`config.mk`:
```
export PLATFORM = sky130hd
export DESIGN_NAME = period_meter
export DESIGN_NICKNAME = d
export VERILOG_FILES = /design/src/rtl/period_meter.sv
export SDC_FILE = /design/constraint.sdc
export NUM_CORES = 1
export LEC_CHECK = 0
export BUFFER_PORTS_ARGS = -buffer_cell sky130_fd_sc_hd__buf_2
export CAP_MARGIN = 10
export CORE_UTILIZATION = 40
export CTS_BUF_LIST = sky130_fd_sc_hd__clkbuf_8
export CTS_CLUSTER_SIZE = 14
export DETAILED_ROUTE_END_ITERATION = 6
export PLACE_DENSITY_LB_ADDON = 0.05
export SLEW_MARGIN = 20
export SYNTH_ARGS = -nofsm -noshare
export SYNTH_HDL_FRONTEND = slang
export SYNTH_SLANG_ARGS = --single-unit
```
`constraint.sdc`:
```
create_clock -name clk_in -period 2.95 [get_ports clk_in]
set_input_delay 0.295 -clock clk_in [delete_from_list [all_inputs] [get_ports clk_in]]
set_output_delay 0.295 -clock clk_in [all_outputs]
set_load 0.01 [all_outputs]
```
`src/rtl/period_meter.sv`:
```
// Measures period and high time of a slow asynchronous input in clk_in ticks,
// with a one-cycle valid pulse per measurement and a sticky loss-of-signal timeout.
module period_meter #(
  parameter  int unsigned CLK_IN_FREQ_HZ = 100_000_000,
  parameter  int unsigned MIN_FREQ_HZ    = 100,
  parameter  int unsigned SYNC_STAGES    = 2,
  localparam int unsigned TIMEOUT_TICKS  = CLK_IN_FREQ_HZ / MIN_FREQ_HZ,
  localparam int unsigned COUNT_W        = $clog2(TIMEOUT_TICKS + 1)
) (
  input  logic               clk_in,
  input  logic               rst,
  input  logic               sig_in,
  output logic [COUNT_W-1:0] period_ticks,
  output logic [COUNT_W-1:0] high_ticks,
  output logic               meas_valid,
  output logic               locked,
  output logic               timeout
);

  typedef enum logic {
    ST_WAIT_FIRST = 1'b0,
    ST_MEASURE    = 1'b1
  } state_t;

  localparam logic [COUNT_W-1:0] CNT_MAX = COUNT_W'(TIMEOUT_TICKS);
  localparam logic [COUNT_W-1:0] CNT_ONE = COUNT_W'(1);

  logic [SYNC_STAGES-1:0] r_sync;
  logic                   r_prev;
  state_t                 r_state;
  logic [COUNT_W-1:0]     r_cnt;
  logic [COUNT_W-1:0]     r_hcnt;
  logic [COUNT_W-1:0]     r_period;
  logic [COUNT_W-1:0]     r_high;
  logic                   r_valid;
  logic                   r_locked;
  logic                   r_timeout;

  logic                   w_sig_s;
  logic                   w_rise;
  state_t                 w_state_nxt;
  logic [COUNT_W-1:0]     w_cnt_nxt;
  logic [COUNT_W-1:0]     w_hcnt_nxt;
  logic [COUNT_W-1:0]     w_period_nxt;
  logic [COUNT_W-1:0]     w_high_nxt;
  logic                   w_valid_nxt;
  logic                   w_locked_nxt;
  logic                   w_timeout_nxt;

  // Input synchroniser and rising-edge detect
  always_ff @(posedge clk_in or posedge rst) begin
    if (rst) begin
      r_sync <= '0;
      r_prev <= 1'b0;
    end else begin
      r_sync <= {r_sync[SYNC_STAGES-2:0], sig_in};
      r_prev <= w_sig_s;
    end
  end

  assign w_sig_s = r_sync[SYNC_STAGES-1];
  assign w_rise  = w_sig_s & ~r_prev;

  // State, counters and registered outputs
  always_ff @(posedge clk_in or posedge rst) begin
    if (rst) begin
      r_state   <= ST_WAIT_FIRST;
      r_cnt     <= '0;
      r_hcnt    <= '0;
      r_period  <= '0;
      r_high    <= '0;
      r_valid   <= 1'b0;
      r_locked  <= 1'b0;
      r_timeout <= 1'b0;
    end else begin
      r_state   <= w_state_nxt;
      r_cnt     <= w_cnt_nxt;
      r_hcnt    <= w_hcnt_nxt;
      r_period  <= w_period_nxt;
      r_high    <= w_high_nxt;
      r_valid   <= w_valid_nxt;
      r_locked  <= w_locked_nxt;
      r_timeout <= w_timeout_nxt;
    end
  end

  // A rise takes priority over the timeout when both land in the same cycle
  always_comb begin
    w_state_nxt   = r_state;
    w_cnt_nxt     = r_cnt;
    w_hcnt_nxt    = r_hcnt;
    w_period_nxt  = r_period;
    w_high_nxt    = r_high;
    w_valid_nxt   = 1'b0;
    w_locked_nxt  = r_locked;
    w_timeout_nxt = r_timeout;

    if (w_rise) begin
      w_cnt_nxt   = CNT_ONE;
      w_hcnt_nxt  = CNT_ONE;
      w_state_nxt = ST_MEASURE;
      case (r_state)
        ST_MEASURE: begin
          w_period_nxt  = r_cnt;
          w_high_nxt    = r_hcnt;
          w_valid_nxt   = 1'b1;
          w_locked_nxt  = 1'b1;
          w_timeout_nxt = 1'b0;
        end
        default: ;
      endcase
    end else if (r_cnt == CNT_MAX) begin
      w_timeout_nxt = 1'b1;
      w_locked_nxt  = 1'b0;
      w_cnt_nxt     = '0;
      w_hcnt_nxt    = '0;
      w_state_nxt   = ST_WAIT_FIRST;
    end else begin
      w_cnt_nxt = r_cnt + CNT_ONE;
      case (r_state)
        ST_MEASURE: w_hcnt_nxt = r_hcnt + COUNT_W'(w_sig_s);
        default:    w_hcnt_nxt = '0;
      endcase
    end
  end

  assign period_ticks = r_period;
  assign high_ticks   = r_high;
  assign meas_valid   = r_valid;
  assign locked       = r_locked;
  assign timeout      = r_timeout;

endmodule
```
## Yosys cells after proc, flatten, opt, wreduce, memory -nomap -nowiden

Index checks and enable logic that the tools add are counted.

- Multiply operators: 0
- Add/sub/neg operators: 2
- Shifts and indexed selects: 0
- Magnitude comparators: 0
- Divide/modulo/power cells: 0
- Eq/ne operators: 2
- Reduce and logical (&&, ||, !) cells: 3
- Multiplexer cells: 14
- Bitwise operators: 2

Operator list:

| cell | number |
|---|---|
| two-way mux 20 bit | 5 |
| adder 20 x 1 -> 20 bit | 1 |
| adder 20 x 1 -> 20 bit (second input constant) | 1 |
| equality test 20 bit (second input constant) | 1 |
| two-way mux 1 bit | 9 |
| AND reduction 2 bit | 2 |
| inequality test 2 bit (second input constant) | 1 |
| nonzero test 2 bit | 1 |
| AND 1 bit | 1 |
| inverter 1 bit | 1 |

- Memory bits (writable): 0
- Register bits after elaboration: 87
- Bits in read-only memories: 0
- Latch bits: 0
- Memories: 0
- Output and inout bits: 43

## Logic depth before layout (Yosys ltp)

Gate-level depths: netlist of run 1.

- Depth after elaboration: 4
- Gate-level depth with buffers: 6
- Gate-level depth less buffers: 5

## Least setup slack after synthesis of run 1

OpenSTA, ideal clock, no wires.

- Kind: register to register
- From: reg r_sync[1]
- To: reg r_hcnt[15]
- Arrival: 1811 ps
- Cell stages (with the launch flop): 7
- Data required time: 2870 ps
- Setup time: 80 ps
- Path slack: 1059 ps
- Path buffers: 1
- Cells stage by stage: dfrtp_1 ha_1 and4_1 buf_2 or4b_1 or3_1 a21oi_1

- Cells in the longest elaborated chain, start to end: 4
- Elaborated cells on any way between the ends: 5

RTL lines:

| item | line | RTL |
|---|---|---|
| start, declared | 28 | `logic [SYNC_STAGES-1:0] r_sync;` |
| start signal, assigned | 56 | `r_sync <= {r_sync[SYNC_STAGES-2:0], sig_in};` |
| adder 20 x 1 -> 20 bit | 121 | `ST_MEASURE: w_hcnt_nxt = r_hcnt + COUNT_W'(w_sig_s);` |
| two-way mux 20 bit | 120 | `case (r_state)` |
| two-way mux 20 bit | 112 | `end else if (r_cnt == CNT_MAX) begin` |
| two-way mux 20 bit (*) | 98 | `if (w_rise) begin` |
| named net w_hcnt_nxt[15] | 43 | `logic [COUNT_W-1:0] w_hcnt_nxt;` |
| end signal, assigned | 78 | `r_hcnt <= w_hcnt_nxt;` |
| end, declared | 32 | `logic [COUNT_W-1:0] r_hcnt;` |

Mark *: on every way through the listed nets, which the timed path passes. The rest lies on a longest branch.
A chain may end at the register's enable or synchronous reset.

## Worst setup path in the final report of run 1

Ends and elaborated chain as after synthesis.

==> results of run 1 <==
==> path summary, 6_finish.rpt <==
path	from	endpoint	slack, ps	cells after the start
hold reg to reg	r_sync[0]	r_sync[1]	360	0
max in group asynchronous	rst	period_ticks[1]	2210	3
hold / removal	rst	high_ticks[18]	40	2
setup / recovery	r_sync[1]	r_hcnt[15]	880	5
setup reg to reg	r_sync[1]	r_hcnt[15]	880	5
min in group clk_in	sig_in	r_sync[0]	50	1
==> report_power, final <==
| part | internal [mW] | switching (mW) |
|---|---|---|
| Combinational | 0.121 | 0.147 |
| Sequential | 1.28 | 0.0806 |
| Clock | 0.324 | 0.415 |
==> layer usage <==
metal | up-vias | GRT usage (%) | wire length [um]
li1 | 1217 | - | -
met1 | 1189 | 21.16 | 3335
met2 | 42 | 23.67 | 3245
met3 | 6 | 3.508 | 246
met4 | 0 | 8.392 | 91
met5 | - | 0 | 0
==> cells in the final DEF (no fill, tap or decap), drive strengths merged, types with 10 or more instances in the layout <==
cell type  count
nand2         24
mux2          31
o21ai         17
a21oi         10
buf           49
dfrtp         87
nand3         13
inv           13
clkbuf        10
xnor2         18
nor2          35
==> cell families (layout without fill, tap and decap cells) <==
| kind of cell | Yosys count | count (layout) | share of synthesized area (%) |
|---|---|---|---|
| adder cells (fa/ha/maj) | 4 | 4 | 1.356 |
| flip-flops | 87 | 87 | 58.98 |
| XOR/XNOR | 27 | 27 | 6.407 |
| multiplexers | 31 | 31 | 9.458 |
| AO/OA/AOI/OAI | 35 | 35 | 5.627 |
| AND/OR/NAND/NOR | 114 | 114 | 15.90 |
| buffers and inverters | 21 | 78 | 2.271 |
==> metrics by stage <==
| step | cell area, um2 | hold slack (ps) | utilization, % | cells |
|---|---|---|---|---|
| floorplan | 3691 | 326.4 | - | 319 |
| CTS | 4235 | 27.18 | 47.86 | 484 |
| detailed placement | 4060 | 338.0 | 45.89 | 468 |
| global route | 4235 | 20.95 | 47.86 | 484 |
| global placement | 4060 | 335.9 | 45.89 | 468 |
| finish | 4235 | 44.18 | 47.86 | 484 |
==> area by class of cell <==
cell class | instances | share of cell area (%)
sequential | 87 | 51.40
multi-input combinational | 211 | 33.77
timing repair buffer | 49 | 6.322
clock buffer | 10 | 3.250
tap | 108 | 3.191
inverter | 13 | 1.182
clock inverter | 6 | 0.8863
==> state kept, by name, indices dropped and copies added (netlist names) <==
name and count:
high_ticks 20, period_ticks 20, r_cnt 20, r_hcnt 20
r_sync 2, locked 1, meas_valid 1, r_prev 1
r_state 1, timeout 1
==> summary by stage, run 1 <==
Critical path
Along the worst path, the maximum fanout reaches 7. The setup path with the least slack is of type reg2reg. The slowest library cell on the worst path is sky130_fd_sc_hd__or4b_1. The element type at the critical path start is a flip-flop. For the worst setup path, the data required time is around 3200 ps. The signal on the critical path passes through ha_1 > and4_1 > or4b_1 > or3_1 > a21oi_1. The largest delay contributor family on the critical path is simple AND/OR/NAND/NOR gates.

The worst setup path is captured at a flip-flop. The signal arrival time at the worst endpoint is 2350 ps. The number of buffers and inverters on the critical path is 0.

On the worst path, the slowest cell contributes a delay of 530 ps.

Timing
The final max-slew violation count is 0. The total negative slack for setup checks is 0 ps. The clock arrives with roughly 12 ps of skew.

The number of hold violations in the final report came to 0. The highest clock rate is about 480 MHz. The worst slew margin relative to its limit is 46.94%.

Setup repair after global routing left no endpoint under its margin. The final number of setup-violating endpoints is 0. The measured slew at the worst slew-check pin is about 800 ps. The shortest clock period the worst path allows after layout is 2068 ps. The fraction of the cycle the final worst path needs is a little over two thirds. After layout, the worst setup slack is 882.2 ps.

Yosys
By area the synthesized netlist is led by sky130_fd_sc_hd__dfrtp_1 (59%), sky130_fd_sc_hd__mux2_2 (7.0%), sky130_fd_sc_hd__xnor2_1 (4.3%), sky130_fd_sc_hd__nor2_1 (3.6%), sky130_fd_sc_hd__mux2_1 (2.4%). The register bit count reported by yosys is 87. Ranked by instance count, the synthesized netlist is headed by sky130_fd_sc_hd__dfrtp_1 (87), sky130_fd_sc_hd__nor2_1 (35), sky130_fd_sc_hd__nand2_1 (24), sky130_fd_sc_hd__mux2_2 (23), sky130_fd_sc_hd__xnor2_1 (18).

Of the synthesized area, sequential elements account for 58.98%. The top flip-flop cell by instance count after synthesis is sky130_fd_sc_hd__dfrtp_1. The synthesized design contains 0 enable-type register cells. Dividing the synthesized area by the synthesized cell count gives roughly 12 um2. Summed over all instances, the cell type with the most area after synthesis is sky130_fd_sc_hd__dfrtp_1. The number of warnings reported in the yosys synthesis log is 0. Synthesis produced roughly 320 cells. In this run the cell area of the synthesized design comes to 3691 um2. The fraction of synthesis flops using an asynchronous set or reset pin is 100.0%. The total nets after synthesis is 326. Among all cell types in the netlist, the one instantiated most often is sky130_fd_sc_hd__dfrtp_1.

The area fraction of the dominant cell type after synthesis is 58.98%. The distinct cell type count of the synthesized netlist is 35.

Global routing
The overall routing resource usage is between 10% and 20%. The initial antenna violation count is 0. The global-route wire length before repair is 11740 um. Entering global routing, the biggest net connects 45 pins. The total overflow left after global routing is 0. The via count of the first global-routing pass was around 2.4k.

Place
The routability-driven placement congestion ratio is 0.7490. Input and output buffers added on the ports amount to 45. The worst-case setup slack after placement is 871.4 ps.

Summed over all nets, the half-perimeter wirelength after detailed placement is 4690 um.

Clock network
The root buffer selected by CTS is sky130_fd_sc_hd__clkbuf_8. TritonCTS built the clock tree. The number of buffers added to fix hold violations after cts is 0. The clock slew seen by the registers of the worst setup and hold paths is 90 ps. The buffer depth of the longest clock path is 2. The number of levels the H-tree was split into is 3. Counting every sink on the clock net gives 87. In this run the post-CTS setup repair buffer count came out at 0. The insertion delay of the later-clocked pin in the worst-skew pair is 350 ps. Gates resized during post-CTS repair numbered 0. The number of buffers added by the clock tree synthesis step is 9.

Routing
The average vias per placed instance is 5.070. In the final routed layout, each cell accounts on average for ~14 um. For this block, the routed nets add up to 6919 um of wire. The first detailed-routing pass took 7 iterations. The DRC violations left is 5.

The number of antenna-violating nets in the routed design is 0. The overall via count from detail_route is 2454. After the first detailed-routing iteration, the DRC count stood at 73.

Floorplanning
Row generation in the floorplan step produced 34 rows. The core region area is 8848 um2. Pin placement for this block handled 46 I/O pins.

The die height is 98.06 um. The die extent in x is 98.06 um. For this configuration, the core starts out at a cell density of 41.71%. The die area is 9616 um2.

Flow run
The tool flagged a number of max-cap violations equal to 0.

Layout
In the final layout, the multi-input gates occupy 1430 um2. The sequential cell area is 2177 um2. The layout has between 800 and 900 filler cells.

Compared with the post-synthesis result, the final layout area differs by 14.75%. 0 antenna diodes ended up in the layout. Of the cells placed in the final design, the portion with a size suffix greater than 1 is about a quarter.

The final layout contains about 380 nets.

Run status
The checks that failed: design-rule violations. The flow ran to the end, but the final reports show violations.

Power and ir drop
The total power density per cell area is roughly 560 nW/um2. The maximum resistive drop on vdd is 0.2309 mV. The total design power is approximately 2.4 mW. In this run the static leakage power is between 2 and 2.5 nW.

Worst hold path
The classification of the worst-slack hold path is in2async.
No activity file was read; power rests on OpenSTA's default activity.
==> inputs of run 2 (changes only) <==
clock period = 1.65 ns   (was 2.95 ns; I/O delays follow)
==> summary by stage, run 2 (synthesized netlist as in run 1, its figures left out) <==
Run status
The flow ran to the end, but the final reports show violations. The checks that failed: design-rule violations, negative setup slack.

Power and ir drop
The net switching power of the design is 1.240 mW (+93%). The cell-internal power came to 3.581 mW (+110%). The total design power came to 4.821 mW (+100%).

The fraction of power spent switching nets is 25.72% (-1.4 points). The power share of the sequential group is 50.3% (-7.2 points). The relative contribution of the clock network to total power came to 33.3% (+2.1 points). The total power density per cell area was 935.9 nW/um2 (+68%). The maximum resistive drop on vdd is 0.5052 mV (+120%). The static leakage was 2.451 nW (+22%). The fraction of power consumed by combinational cells came to 16.4% (+5.1 points).

Clock network
The total number of clock tree sinks was 87 (unchanged). The buffer depth of the longest clock path was 2 (unchanged). The insertion delay of the later-clocked pin in the worst-skew pair is 350 ps (about the same). The root buffer selected by CTS is sky130_fd_sc_hd__clkbuf_8. The number of levels the H-tree was split into is 3 (unchanged).

The number of buffers added by the clock tree synthesis step came to 9 (unchanged). The clock slew seen by the registers of the worst setup and hold paths came to 80 ps (about the same). The clock tree from TritonCTS is yes.

Global routing
The pin count of the biggest net entering global routing is 37 (-18%). The overall routing resource usage is 18.04% (+2.3 points). The global-route wire length before repair came to 13540 um (+15%). The initial antenna violation count is 0 (unchanged).

The remaining global-route overflow is 0 (unchanged). The via count of the first global-routing pass is 2772 (+18%).

Timing
The shortest clock period the worst path allows after layout is 1741 ps (-326.9 ps). The number of hold violations in the final report is 0 (unchanged). The final max-slew violation count is 0 (unchanged).

The fraction of the cycle the final worst path needs is 105.5% (+35 points). The worst clock skew was 8.449 ps (-3.220 ps). The highest clock rate is 574.4 MHz (+19%).

The measured slew at the worst slew-check pin was 341.7 ps (-454.3 ps). The total negative slack for setup checks is -318.9 ps (-318.9 ps). Setup repair after global routing could not meet its margin everywhere.

The final number of setup-violating endpoints came to 11 (+11). The final worst slack came to -90.93 ps (-973.1 ps). The worst slew margin relative to its limit is 76.90% (+30 points).

Layout
The count of nets after finishing is 447 (+18%). The most common cell after layout, fill and taps aside is sky130_fd_sc_hd__dfrtp_1. The utilization after layout is 58.22% (+10 points). Relative to the synthesized area, the layout overhead comes to 39.56%.

The cell area after layout is 5151 um2 (+22%). The total of fill cells in the finished design came to 764 (-8.9%). In the layout the commonest cells are sky130_fd_sc_hd__dfrtp_1 (81), sky130_fd_sc_hd__buf_4 (58), sky130_fd_sc_hd__buf_2 (45).

The sequential cell area is 2185 um2 (+0.34%). The count of inserted antenna diode cells is 0 (unchanged). The area of combinational cells with multiple inputs came to 1668 um2 (+17%). The ratio of cells with drive above 1 in the final layout is 46.17% (+21 points).

Routing
The DRC violations left was 2 (-3). The first-pass iteration count of the detailed router was 6 (-1). The routed length per instance is 14.80 um (+3.5%). The average vias per placed instance was 5.013 (-1.1%). The number of DRC markers in iteration 0 was 57 (-22%). The number of antenna-violating nets in the routed design was 0 (unchanged).

The overall routed net length was 8167 um (+18%). The overall via count from detail_route came to 2767 (+13%).

Critical path
The category of the critical setup timing path is reg2reg. The biggest fanout along the worst timing path came to 2 (-5). The worst setup path is captured at a flip-flop. The required time of the critical path is 1940 ps (-1290 ps). The signal arrival time at the worst endpoint came to 2030 ps (-320 ps). STA classifies the critical path startpoint as a flip-flop.

Place
The area after detailed placement is 4583 um2 (+13%). The routability-driven placement congestion ratio is 0.7890 (+5.3%). The HPWL reported at the end of detailed placement is 5532 um (+18%). The number of buffers inserted by port buffering came to 45 (unchanged).

Floorplanning
The die height is 98.06 um (unchanged). The die area was 9616 um2 (unchanged). The core region area came to 8848 um2 (unchanged). The starting density of the core is 41.71% (unchanged). The number of top-level pins is 46 (unchanged). The die extent in x is 98.06 um (unchanged). The row count is 34 (unchanged).

Flow run
The max-cap violation count came to 0 (unchanged).

Worst hold path
In this run the worst hold path is classified as in2async.
[run 2: cell types whose count changed in the layout (fill, tap and decap cells not counted), moves of 4 or more]
cell	previous run	this run
sky130_fd_sc_hd__a21oi_1	9	4
sky130_fd_sc_hd__a21oi_2	1	6
sky130_fd_sc_hd__buf_12	1	6
sky130_fd_sc_hd__buf_4	3	58
sky130_fd_sc_hd__buf_6	0	6
sky130_fd_sc_hd__dfrtp_1	87	81
sky130_fd_sc_hd__dfrtp_2	0	6
sky130_fd_sc_hd__ha_1	4	0
sky130_fd_sc_hd__nor4_1	6	2
sky130_fd_sc_hd__or3_1	7	3
sky130_fd_sc_hd__or3_4	0	4
sky130_fd_sc_hd__or4_1	5	1
sky130_fd_sc_hd__or4_4	1	5
[run 2: what timing repair did]
action	CTS	global route
endpoints found under the hold margin	10	0
gates cloned	0	2
gates resized for setup	8	45
setup endpoints to repair	14	45
setup buffers	5	6
pin swaps	6	13
hold buffers	2	0
[run 2: final cells by class]
class	count	area share [%]
flip-flops and latches	87	42.41
multi-input cells	211	32.38
repair buffers	118	17.34
clock buffers	10	2.672
well taps	108	2.623
clock inverters	5	1.457
inverters	13	1.117
[run 2: power groups by stage]
stage          Combinational (mW)  Clock, mW  Sequential (mW)
3_3_place_gp                0.698          0             2.45
6_report                    0.789       1.61             2.43
5_1_grt                     0.874       1.76             2.45
2_1_floorplan               0.306          0             2.50
4_1_cts                     0.730       1.66             2.41
3_5_place_dp                0.703          0             2.45
[run 2: metal layers]
metal  wire [um]  track usage, %  up-vias
met4          87           6.993        0
li1            -               -     1360
met1        3796           22.93     1364
met2        4096           30.12       36
met3         187           3.865        7
met5           0               0        -
[run 2: final timing paths]
| path | start | to | slack [ps] | depth (start not counted) |
|---|---|---|---|---|
| max in group asynchronous | rst | r_cnt[13] | 800 | 4 |
| hold / removal | rst | meas_valid | 330 | 3 |
| setup / recovery | r_sync[1] | r_hcnt[15] | -90 | 5 |
| hold reg to reg | r_sync[0] | r_sync[1] | 360 | 0 |
| setup reg to reg | r_sync[1] | r_hcnt[15] | -90 | 5 |
| min in group clk_in | r_sync[0] | r_sync[1] | 360 | 0 |
[run 2: stage by stage]
stage | hold slack [ps] | instances | worst slack [ps]
floorplan | 196.4 | 319 | -194.8
global placement | 166.1 | 522 | -81.35
detailed placement | 169.1 | 522 | -116.4
CTS | 334.9 | 544 | -106.7
global route | 350.8 | 552 | -150.9
finish | 328.7 | 552 | -90.93
[run 2: critical path: stages, from the launching register on]
cell,delay (ps)
sky130_fd_sc_hd__dfrtp_1,360
sky130_fd_sc_hd__ha_2,180
sky130_fd_sc_hd__and4_4,220
sky130_fd_sc_hd__or4b_4,460
sky130_fd_sc_hd__or3_4,340
sky130_fd_sc_hd__a21oi_2,120
